<file path="config.mk">
export PLATFORM = sky130hd
export DESIGN_NAME = elevator_floor_ctrl_flat
export DESIGN_NICKNAME = d
export VERILOG_FILES = /design/src/rtl/elevator_floor_ctrl_pkg.sv /design/src/rtl/elevator_floor_ctrl_if.sv /design/src/rtl/elevator_floor_ctrl_timer.sv /design/src/rtl/elevator_floor_ctrl.sv /design/src/flat_wrapper.sv
export SDC_FILE = /design/constraint.sdc
export NUM_CORES = 1
export LEC_CHECK = 0
export CAP_MARGIN = 25
export CORE_AREA = 2 2 51 64
export DETAILED_ROUTE_END_ITERATION = 10
export DIE_AREA = 0 0 53 66
export PLACE_DENSITY = 0.57
export SLEW_MARGIN = 25
export SYNTH_ARGS = -nofsm -noshare
export SYNTH_HDL_FRONTEND = slang
export SYNTH_SLANG_ARGS = --single-unit
</file>
<file path="constraint.sdc">
create_clock -name clk -period 7.2 [get_ports clk]
set_input_delay 0.72 -clock clk [delete_from_list [all_inputs] [get_ports clk]]
set_output_delay 0.72 -clock clk [all_outputs]
set_load 0.005 [all_outputs]
</file>
<file path="src/rtl/elevator_floor_ctrl_pkg.sv">
// Shared types and floor helpers for the three-floor elevator sequencer.
package elevator_pkg;

    localparam int NUM_FLOORS = 3;

    typedef logic [1:0]            floor_t;
    typedef logic [NUM_FLOORS-1:0] lamp_t;

    localparam floor_t FLOOR_1ST = 2'b00;
    localparam floor_t FLOOR_2ND = 2'b01;
    localparam floor_t FLOOR_3RD = 2'b10;

    typedef enum logic [1:0] {IDLE, MOVE, DOOR} car_state_t;

    function automatic lamp_t floor_bit(floor_t f);
        return lamp_t'(1) << f;
    endfunction

    function automatic lamp_t floors_above(floor_t f);
        case (f)
            FLOOR_1ST: return 3'b110;
            FLOOR_2ND: return 3'b100;
            default:   return 3'b000;
        endcase
    endfunction

    function automatic lamp_t floors_below(floor_t f);
        case (f)
            FLOOR_2ND: return 3'b001;
            FLOOR_3RD: return 3'b011;
            default:   return 3'b000;
        endcase
    endfunction

endpackage

</file>
<file path="src/rtl/elevator_floor_ctrl_if.sv">
// Call inputs and car status outputs of the elevator sequencer.
interface elevator_floor_ctrl_if;
    import elevator_pkg::*;

    lamp_t  call_i;
    floor_t floor_o;
    logic   moving_o;
    logic   dir_up_o;
    logic   door_open_o;
    lamp_t  lamp_o;

    modport master (output call_i, input floor_o, moving_o, dir_up_o, door_open_o, lamp_o);
    modport slave  (input call_i, output floor_o, moving_o, dir_up_o, door_open_o, lamp_o);

endinterface

</file>
<file path="src/rtl/elevator_floor_ctrl_timer.sv">
// Loadable down-counter that saturates at zero; times both travel and door dwell.
module elevator_timer #(
    parameter int unsigned WIDTH = 3
) (
    input  logic             clk,
    input  logic             rst_n,
    input  logic             i_load,
    input  logic [WIDTH-1:0] i_value,
    output logic             o_zero
);

    logic [WIDTH-1:0] r_count;

    // NOTE: sequential state uses non-blocking assignments so every register samples pre-edge values.
    always_ff @(posedge clk) begin
        if (!rst_n) begin
            r_count <= '0;
        end else if (i_load) begin
            r_count <= i_value;
        end else if (r_count != '0) begin
            r_count <= r_count - WIDTH'(1);
        end
    end

    assign o_zero = (r_count == '0);

endmodule

</file>
<file path="src/rtl/elevator_floor_ctrl.sv">
// Three-floor car sequencer: latches calls into lamps, picks stops with a SCAN policy,
// times travel between floors and the door dwell.
module elevator_floor_ctrl
    import elevator_pkg::*;
#(
    parameter int unsigned TRAVEL_CYCLES = 8,
    parameter int unsigned DOOR_CYCLES   = 4
) (
    input  logic                  clk,
    input  logic                  rst_n,
    elevator_floor_ctrl_if.slave  bus
);

    localparam int unsigned MAX_CYCLES = (TRAVEL_CYCLES > DOOR_CYCLES) ? TRAVEL_CYCLES : DOOR_CYCLES;
    localparam int unsigned TIMER_W    = $clog2(MAX_CYCLES);
    localparam logic [TIMER_W-1:0] TRAVEL_LOAD = TIMER_W'(TRAVEL_CYCLES - 1);
    localparam logic [TIMER_W-1:0] DOOR_LOAD   = TIMER_W'(DOOR_CYCLES - 1);

    car_state_t r_state;
    floor_t     r_floor;
    logic       r_dir_up;
    logic       r_moving;
    logic       r_door;
    lamp_t      r_lamp;

    car_state_t         w_next_state;
    floor_t             w_next_floor;
    logic               w_next_dir;
    lamp_t              w_clr;
    logic               w_load;
    logic [TIMER_W-1:0] w_load_val;
    logic               w_timer_zero;

    logic   w_here;
    logic   w_above;
    logic   w_below;
    floor_t w_step_floor;
    logic   w_arrive_hit;
    logic   w_ahead_after_step;

    assign w_here       = |(r_lamp & floor_bit(r_floor));
    assign w_above      = |(r_lamp & floors_above(r_floor));
    assign w_below      = |(r_lamp & floors_below(r_floor));
    assign w_step_floor = r_dir_up ? r_floor + 2'd1 : r_floor - 2'd1;
    assign w_arrive_hit = |(r_lamp & floor_bit(w_step_floor));
    assign w_ahead_after_step =
        |(r_lamp & (r_dir_up ? floors_above(w_step_floor) : floors_below(w_step_floor)));

    elevator_timer #(.WIDTH(TIMER_W)) u_timer (
        .clk     (clk),
        .rst_n   (rst_n),
        .i_load  (w_load),
        .i_value (w_load_val),
        .o_zero  (w_timer_zero)
    );

    // NOTE: every combinational output gets a default first, so no path can infer a latch.
    always_comb begin
        w_next_state = r_state;
        w_next_floor = r_floor;
        w_next_dir   = r_dir_up;
        w_clr        = '0;
        w_load       = 1'b0;
        w_load_val   = '0;
        unique case (r_state)
            IDLE: begin
                if (w_here) begin
                    w_next_state = DOOR;
                    w_clr        = floor_bit(r_floor);
                    w_load       = 1'b1;
                    w_load_val   = DOOR_LOAD;
                end else if ((r_dir_up && w_above) || (!r_dir_up && w_below)) begin
                    w_next_state = MOVE;
                    w_load       = 1'b1;
                    w_load_val   = TRAVEL_LOAD;
                end else if (w_above || w_below) begin
                    w_next_dir   = ~r_dir_up;
                    w_next_state = MOVE;
                    w_load       = 1'b1;
                    w_load_val   = TRAVEL_LOAD;
                end
            end
            MOVE: begin
                if (w_timer_zero) begin
                    w_next_floor = w_step_floor;
                    if (w_arrive_hit) begin
                        w_next_state = DOOR;
                        w_clr        = floor_bit(w_step_floor);
                        w_load       = 1'b1;
                        w_load_val   = DOOR_LOAD;
                    end else if (w_ahead_after_step) begin
                        w_load       = 1'b1;
                        w_load_val   = TRAVEL_LOAD;
                    end else begin
                        w_next_state = IDLE;
                    end
                end
            end
            DOOR: begin
                // Calls for the open floor are absorbed and only stretch the dwell.
                w_clr = floor_bit(r_floor);
                if (|(bus.call_i & floor_bit(r_floor))) begin
                    w_load     = 1'b1;
                    w_load_val = DOOR_LOAD;
                end else if (w_timer_zero) begin
                    w_next_state = IDLE;
                end
            end
            default: w_next_state = IDLE;
        endcase
    end

    always_ff @(posedge clk) begin
        if (!rst_n) begin
            r_state  <= IDLE;
            r_floor  <= FLOOR_1ST;
            r_dir_up <= 1'b1;
            r_moving <= 1'b0;
            r_door   <= 1'b0;
            r_lamp   <= '0;
        end else begin
            r_state  <= w_next_state;
            r_floor  <= w_next_floor;
            r_dir_up <= w_next_dir;
            r_moving <= (w_next_state == MOVE);
            r_door   <= (w_next_state == DOOR);
            r_lamp   <= (r_lamp | bus.call_i) & ~w_clr;
        end
    end

    assign bus.floor_o     = r_floor;
    assign bus.moving_o    = r_moving;
    assign bus.dir_up_o    = r_dir_up;
    assign bus.door_open_o = r_door;
    assign bus.lamp_o      = r_lamp;

endmodule

</file>
<file path="src/flat_wrapper.sv">
// flat-port wrapper written by rule: the top's interface ports become plain ports
module elevator_floor_ctrl_flat import elevator_pkg::*;
#(
    parameter int unsigned TRAVEL_CYCLES = 8,
    parameter int unsigned DOOR_CYCLES   = 4
)
  (clk, rst_n, bus_call_i, bus_floor_o, bus_moving_o, bus_dir_up_o, bus_door_open_o, bus_lamp_o);
  elevator_floor_ctrl_if bus_i ();
  input  logic clk;
  input  logic rst_n;
  input wire logic [$bits(bus_i.call_i)-1:0] bus_call_i;
  output wire logic [$bits(bus_i.floor_o)-1:0] bus_floor_o;
  output wire logic [$bits(bus_i.moving_o)-1:0] bus_moving_o;
  output wire logic [$bits(bus_i.dir_up_o)-1:0] bus_dir_up_o;
  output wire logic [$bits(bus_i.door_open_o)-1:0] bus_door_open_o;
  output wire logic [$bits(bus_i.lamp_o)-1:0] bus_lamp_o;
  assign bus_i.call_i = bus_call_i;
  assign bus_floor_o = bus_i.floor_o;
  assign bus_moving_o = bus_i.moving_o;
  assign bus_dir_up_o = bus_i.dir_up_o;
  assign bus_door_open_o = bus_i.door_open_o;
  assign bus_lamp_o = bus_i.lamp_o;
  elevator_floor_ctrl #(.TRAVEL_CYCLES(TRAVEL_CYCLES), .DOOR_CYCLES(DOOR_CYCLES)) u_core (.clk(clk), .rst_n(rst_n), .bus(bus_i));
endmodule
</file>
==> results of run 1 <==
state kept, by name, summed over array words and instances (netlist names):
name and flops:
u_core.bus.floor_o 2, u_core.bus.lamp_o 3, u_core.bus.dir_up_o 1, u_core.bus.door_open_o 1, u_core.r_state 2, u_core.bus.moving_o 1, u_core.u_timer.r_count 3
final cells by class:
type / instances / area [sq um] / area share [%]
clock buffers: 4 / 26.3 / 2.74
inverters: 8 / 30.0 / 3.13
multi-input cells: 65 / 477 / 49.7
flip-flops and latches: 13 / 260 / 27.2
well taps: 36 / 45.0 / 4.70
repair buffers: 12 / 120 / 12.5
metrics by stage:
step	utilization (%)	worst slack (ns)	total power [mW]	hold slack, ns	cells
global placement	32.3	4.66	0.274	0.521	134
floorplan	-	4.81	0.229	0.495	89
detailed placement	32.3	4.52	0.277	0.525	134
finish	33.2	4.50	0.323	0.544	138
CTS	33.2	4.50	0.323	0.550	138
global route	33.2	4.32	0.349	0.565	138
placed cells by master, fill, tap and decap left out, drive strengths merged, types with 2 or more instances in the layout:
master and n:
nand2 8, o211ai 4, a22oi 2, a221oi 5, ha 9, inv 8, a21oi 3, dfxtp 13
and3 2, clkdlybuf4s50 12, nand3 5, a31oi 2, clkbuf 4, xnor2 3, nor2 5, o41ai 2
o21ai 4
kinds of logic after synthesis:
group                    after synthesis  share of synthesized area [%]
AO/OA/AOI/OAI                         27                           25.5
adder cells (fa/ha/maj)                9                           14.4
flip-flops                            13                           33.4
multiplexers                           2                           2.73
buffers and inverters                 11                           5.46
XOR/XNOR                               3                           3.37
AND/OR/NAND/NOR                       24                           15.1
power by group through the flow:
stage / logic [mW] / registers, mW / clock network (mW)
3_3_place_gp: 0.152 / 0.122 / 0
4_1_cts: 0.155 / 0.121 / 0.0466
6_report: 0.154 / 0.121 / 0.0472
3_5_place_dp: 0.155 / 0.123 / 0
2_1_floorplan: 0.115 / 0.114 / 0
5_1_grt: 0.173 / 0.126 / 0.0512
tightest hold or removal path: cells and delay by family, from the launching register on:
| kind | cells | cell delay, ns |
|---|---|---|
| DFF | 1 | 0.34 |
| AOI/OAI and AO/OA | 1 | 0.10 |
| and+or+nand+nor | 1 | 0.08 |
layer usage:
layer	global-route usage, %	vias up	routed length (um)	part of all wire [%]
met5	0	-	0	0
met4	8.97	0	40	2.1
met3	2.26	5	94	5.0
met2	19.1	27	954	51
met1	13.6	348	786	42
li1	-	360	-	-
path summary, 6_finish.rpt:
| kind | start | end | slack [ns] |
|---|---|---|---|
| max | u_core.bus.floor_o[0] | u_core.u_timer.r_count[2] | 4.50 |
| max reg2reg | u_core.bus.floor_o[0] | u_core.u_timer.r_count[2] | 4.50 |
| min | u_core.u_timer.r_count[1] | u_core.u_timer.r_count[1] | 0.54 |
| min reg2reg | u_core.u_timer.r_count[1] | u_core.u_timer.r_count[1] | 0.54 |
==> reports/qor.csv, run 1 <==
stage,metric,value,unit
clock_tree,htree depth,1,
clock_tree,worst skew pair latency,0.29,ns
clock_tree,CTS max path bufs,2,
cells_and_area,# nets final,117,
power_and_ir_drop,Flop pwr share,37.5,%
timing,clk_skew,0.00285,ns
grt,largest net degree at the start of global routing,12,
yosys,Yosys top cell area share,33.4,%
clock_tree,clock sinks,13,
power_and_ir_drop,Comb power frac,47.8,%
drt,first-pass detailed-route iteration total,4,
clock_tree,PostCTS Resize Cnt,0,
power_and_ir_drop,sw frac,39.9,%
floorplanning,effective utilization at floorplan,27.0,%
worst_hold_path,type of the most critical hold path,flop to flop,
cells_and_area,layout cells sized above 1,3.92,%
grt,first-pass GRT wire length,3.06,mm
power_and_ir_drop,Cell Int Power,194,uW
drt,ANT nets after route,0,
yosys,synthesized area,779,sq um
clock_tree,hold_buf cts,0,
power_and_ir_drop,VDD IR max,0.101,mV
floorplanning,die area,0.00350,sq mm
worst_setup_path,Worst Path Buf+Inv,2,
yosys,Post-Syn Area per Cell,8.76,sq um
yosys,most frequent cells after synthesis,"dfxtp_1, ha_1, inv_1, nand2_1",
timing,Final period util,37.5,%
floorplanning,Core Footprint,0.00289,sq mm
worst_setup_path,Critical Path Fanout Max,7,
timing,Period minus WS final,2.70,ns
power_and_ir_drop,Clk pwr share,14.6,%
cells_and_area,Diodes inserted,0,
yosys,Most used DFF post-synth,dfxtp_1,
timing,worst-margin pin slew,0.462,ns
yosys,Mapped Nets,103,
clock_tree,CTS Root Cell,clkbuf_4,
timing,Max-slew headroom,69.2,%
power_and_ir_drop,switching power,129,uW
drt,via count,740,
worst_setup_path,crit-path leading delay family,compound AO/OA/AOI/OAI gates,
timing,FMAX,370,MHz
worst_setup_path,CP max stage cell,a222oi_1,
worst_setup_path,Critical Path AT,2.88,ns
timing,Final Hold Vio Count,0,
worst_setup_path,FF-to-FF path depth,9,
placed_design,DPL Wire Length,1.44,mm
yosys,most common cell in the netlist,dfxtp_1,
floorplanning,# IOs,13,
floorplanning,Die X-Extent,53,um
worst_setup_path,startpoint class of the critical path,flop,
timing,# setup viols final,0,
yosys,Post-synth EDFFs,0,
grt,overall routing resource usage,11.9,%
placed_design,Port Buffers,12,
clock_tree,total setup buffers inserted after CTS,0,
yosys,YS warnings,0,
yosys,"top cells by area, synth","dfxtp_1, ha_1, a221oi_1, inv_1, nand2_1",
placed_design,Final GP Congestion,0.887,
worst_setup_path,CP Data Required Time,7.38,ns
yosys,Netlist cell types,28,
yosys,sequential area share after synthesis,33.4,%
clock_tree,CTS tree,done,
flow_run,Max Cap Viol,0,
yosys,Seq cells post-synth,13,
floorplanning,row count,22,
yosys,Post-Syn Instances,89,
grt,gr ovfl total,0,
drt,initial DRC count,25,
timing,Slew Limit Fails,0,
cells_and_area,number of fill cells,314,
worst_setup_path,WS Path Type,flop to flop,
worst_setup_path,critical-path cell list,inv_1 > ha_1 > xnor2_1 > inv_1 > ha_1 > a222oi_1 > a41oi_1 > a211o_1 > and3_1,
cells_and_area,Layout area overhead,23.0,%
cells_and_area,Final Cell Area,958,sq um
power_and_ir_drop,leakage power,0.374,nW
clock_tree,Worst-path clk slew,0.08,ns
worst_setup_path,CP peak stage delay,0.49,ns
timing,TNS Setup,0,ns
grt,antenna violations before repair,0,
drt,via density per instance,5.36,
floorplanning,Die Y,66,um
worst_setup_path,element type at the critical path end,flop,
drt,# DRC,0,
power_and_ir_drop,P per Cell Area,337,mW/mm^2
placed_design,Placement Cell Area,932,sq um
drt,total routed wirelength,1.88,mm
timing,RSZ-0062 raised after global routing,no,
yosys,Async SR Flop Fraction,0,%
worst_setup_path,critical path depth,9,
grt,number of global-route vias before repair,691,
clock_tree,TritonCTS buffer count,3,
yosys,leading area contributor after synthesis,dfxtp_1,
drt,Wirelength per Cell,13.6,um
run_status,outcome,"complete, no violations",
worst_hold_path,worst hold path depth,2,
(Power assumes the default switching activity.)
==> run 2: changes to the inputs <==
Clock period 7.2 ns to 2.5 ns, I/O delays scaled along.
==> reports/qor.csv, run 2 (synthesis results as in run 1) <==
stage,metric,value,unit
run_status,outcome,"complete, no violations",
power_and_ir_drop,total power,960,uW
grt,gr ovfl total,0,
worst_setup_path,Critical Path AT,2.57,ns
worst_setup_path,reg2reg start,u_core.bus.floor_o[1],
drt,met3 WL,74,um
placed_design,DPL Wire Length,1.40,mm
worst_setup_path,Critical Path Start,u_core.bus.floor_o[1],
cells_and_area,most frequent cells in the layout,"clkdlybuf4s50_1, dfxtp_1, ha_1",
drt,total routed wirelength,1.88,mm
power_and_ir_drop,VDD IR max,0.334,mV
drt,first-pass detailed-route iteration total,4,
grt,first-pass GRT wire length,3.12,mm
grt,antenna violations before repair,0,
cells_and_area,Final Cell Area,993,sq um
grt,number of global-route vias before repair,735,
drt,via density per instance,5.28,
floorplanning,die area,0.00350,sq mm
placed_design,Placement Cell Area,947,sq um
timing,Min Hold Slack,0.541,ns
cells_and_area,layout cells sized above 1,9.52,%
drt,met1 WL,779,um
clock_tree,CTS tree,done,
worst_setup_path,CP Data Required Time,2.69,ns
clock_tree,CTS max path bufs,2,
floorplanning,Core Footprint,0.00289,sq mm
timing,Max-slew headroom,74.1,%
clock_tree,worst skew pair latency,0.28,ns
cells_and_area,Diodes inserted,0,
timing,FMAX,420,MHz
worst_setup_path,Critical Path Fanout Max,5,
timing,Final period util,95.3,%
floorplanning,# IOs,13,
cells_and_area,# nets final,120,
drt,DR top layer,met4,
placed_design,Port Buffers,12,
grt,largest net degree at the start of global routing,12,
floorplanning,Die Y,66,um
timing,clk_skew,0.00256,ns
flow_run,Max Cap Viol,0,
clock_tree,clock sinks,13,
power_and_ir_drop,P per Cell Area,967,mW/mm^2
worst_hold_path,HP Start,u_core.u_timer.r_count[1],
timing,Slew Limit Fails,0,
drt,ANT nets after route,0,
drt,via count,745,
worst_setup_path,element type at the critical path end,flop,
clock_tree,CTS Root Cell,clkbuf_4,
cells_and_area,Layout area overhead,27.4,%
clock_tree,htree depth,1,
timing,Final Hold Vio Count,0,
worst_hold_path,type of the most critical hold path,flop to flop,
power_and_ir_drop,leakage power,0.399,nW
worst_setup_path,CP max stage cell,dfxtp_2,
drt,# DRC,0,
clock_tree,Worst-path clk slew,0.08,ns
worst_setup_path,CP peak stage delay,0.36,ns
worst_setup_path,WS Path Type,flop to flop,
worst_setup_path,startpoint class of the critical path,flop,
timing,# setup viols final,0,
timing,Period minus WS final,2.38,ns
clock_tree,hold_buf cts,0,
floorplanning,Die X-Extent,53,um
floorplanning,row count,22,
placed_design,Final GP Congestion,0.917,
drt,initial DRC count,23,
drt,Wirelength per Cell,13.4,um
grt,overall routing resource usage,12.4,%
timing,worst-margin pin slew,0.387,ns
drt,wire length on met2,973,um
worst_setup_path,critical-path cell list,inv_1 > ha_1 > xnor2_2 > buf_4 > ha_1 > a222oi_1 > buf_4 > a41oi_1 > a211o_1 > and3_1,
cells_and_area,number of fill cells,316,
clock_tree,TritonCTS buffer count,3,
floorplanning,effective utilization at floorplan,27.0,%
-- run 2: changes by cell type in the layout (fill, tap and decap cells not counted) --
cell and delta:
a21oi_1 -1, dfxtp_1 -1, xnor2_1 -1, xnor2_2 +1, a21oi_2 +1, dfxtp_2 +1
buf_4 +3
-- run 2: stage by stage --
stage | worst slack, ns | std cells | TNS [ns] | utilization, %
5_1_grt | -0.00299 | 141 | -0.00299 | 34.4
3_5_place_dp | 0.0300 | 136 | 0 | 32.8
3_3_place_gp | 0.114 | 136 | 0 | 32.8
4_1_cts | 0.125 | 141 | 0 | 33.9
2_1_floorplan | 0.110 | 89 | 0 | -
6_report | 0.117 | 141 | 0 | 34.4
-- run 2: power breakdown --
part / internal [mW] / switching [mW] / leakage [nW]
clock network: 0.0621 / 0.0718 / 0.0150
logic: 0.239 / 0.240 / 0.276
registers: 0.277 / 0.0703 / 0.108
total: 0.578 / 0.382 / 0.399
-- run 2: final cells by class --
class                      count  area (sq um)  share of cell area, %
clock buffer                   4          26.3                   2.64
inverter                       8          30.0                   3.02
multi-input combinational     65           488                   49.1
sequential                    13           262                   26.3
tap                           36          45.0                   4.53
timing repair buffer          15           143                   14.4
-- run 2: path summary, 6_finish.rpt --
check	endpoint	slack, ns	depth (start not counted)
worst max-delay path	u_core.u_timer.r_count[2]	0.12	10
worst min-delay path	u_core.u_timer.r_count[1]	0.54	2
worst max register to register	u_core.u_timer.r_count[2]	0.12	10
worst min register to register	u_core.u_timer.r_count[1]	0.54	2
-- run 2: routing by layer --
layer,global-route usage (%),vias to the layer above
met3,3.39,7
li1,-,366
met1,12.3,351
met5,0,-
met4,9.29,0
met2,21.3,21
-- run 2: worst max-delay path, delay by kind of cell, from the launching register on --
kind | cells | cell delay, ns
compound gates | 3 | 0.68
xor+xnor | 1 | 0.16
fa+ha+maj | 2 | 0.53
buf+inv | 3 | 0.40
flops | 1 | 0.36
simple gates | 1 | 0.15
-- run 2: timing repair --
item / CTS / global route
setup endpoints to repair: 2 / 3
setup buffers: 1 / 0
resized for setup: 0 / 3
pin swaps: 1 / 0
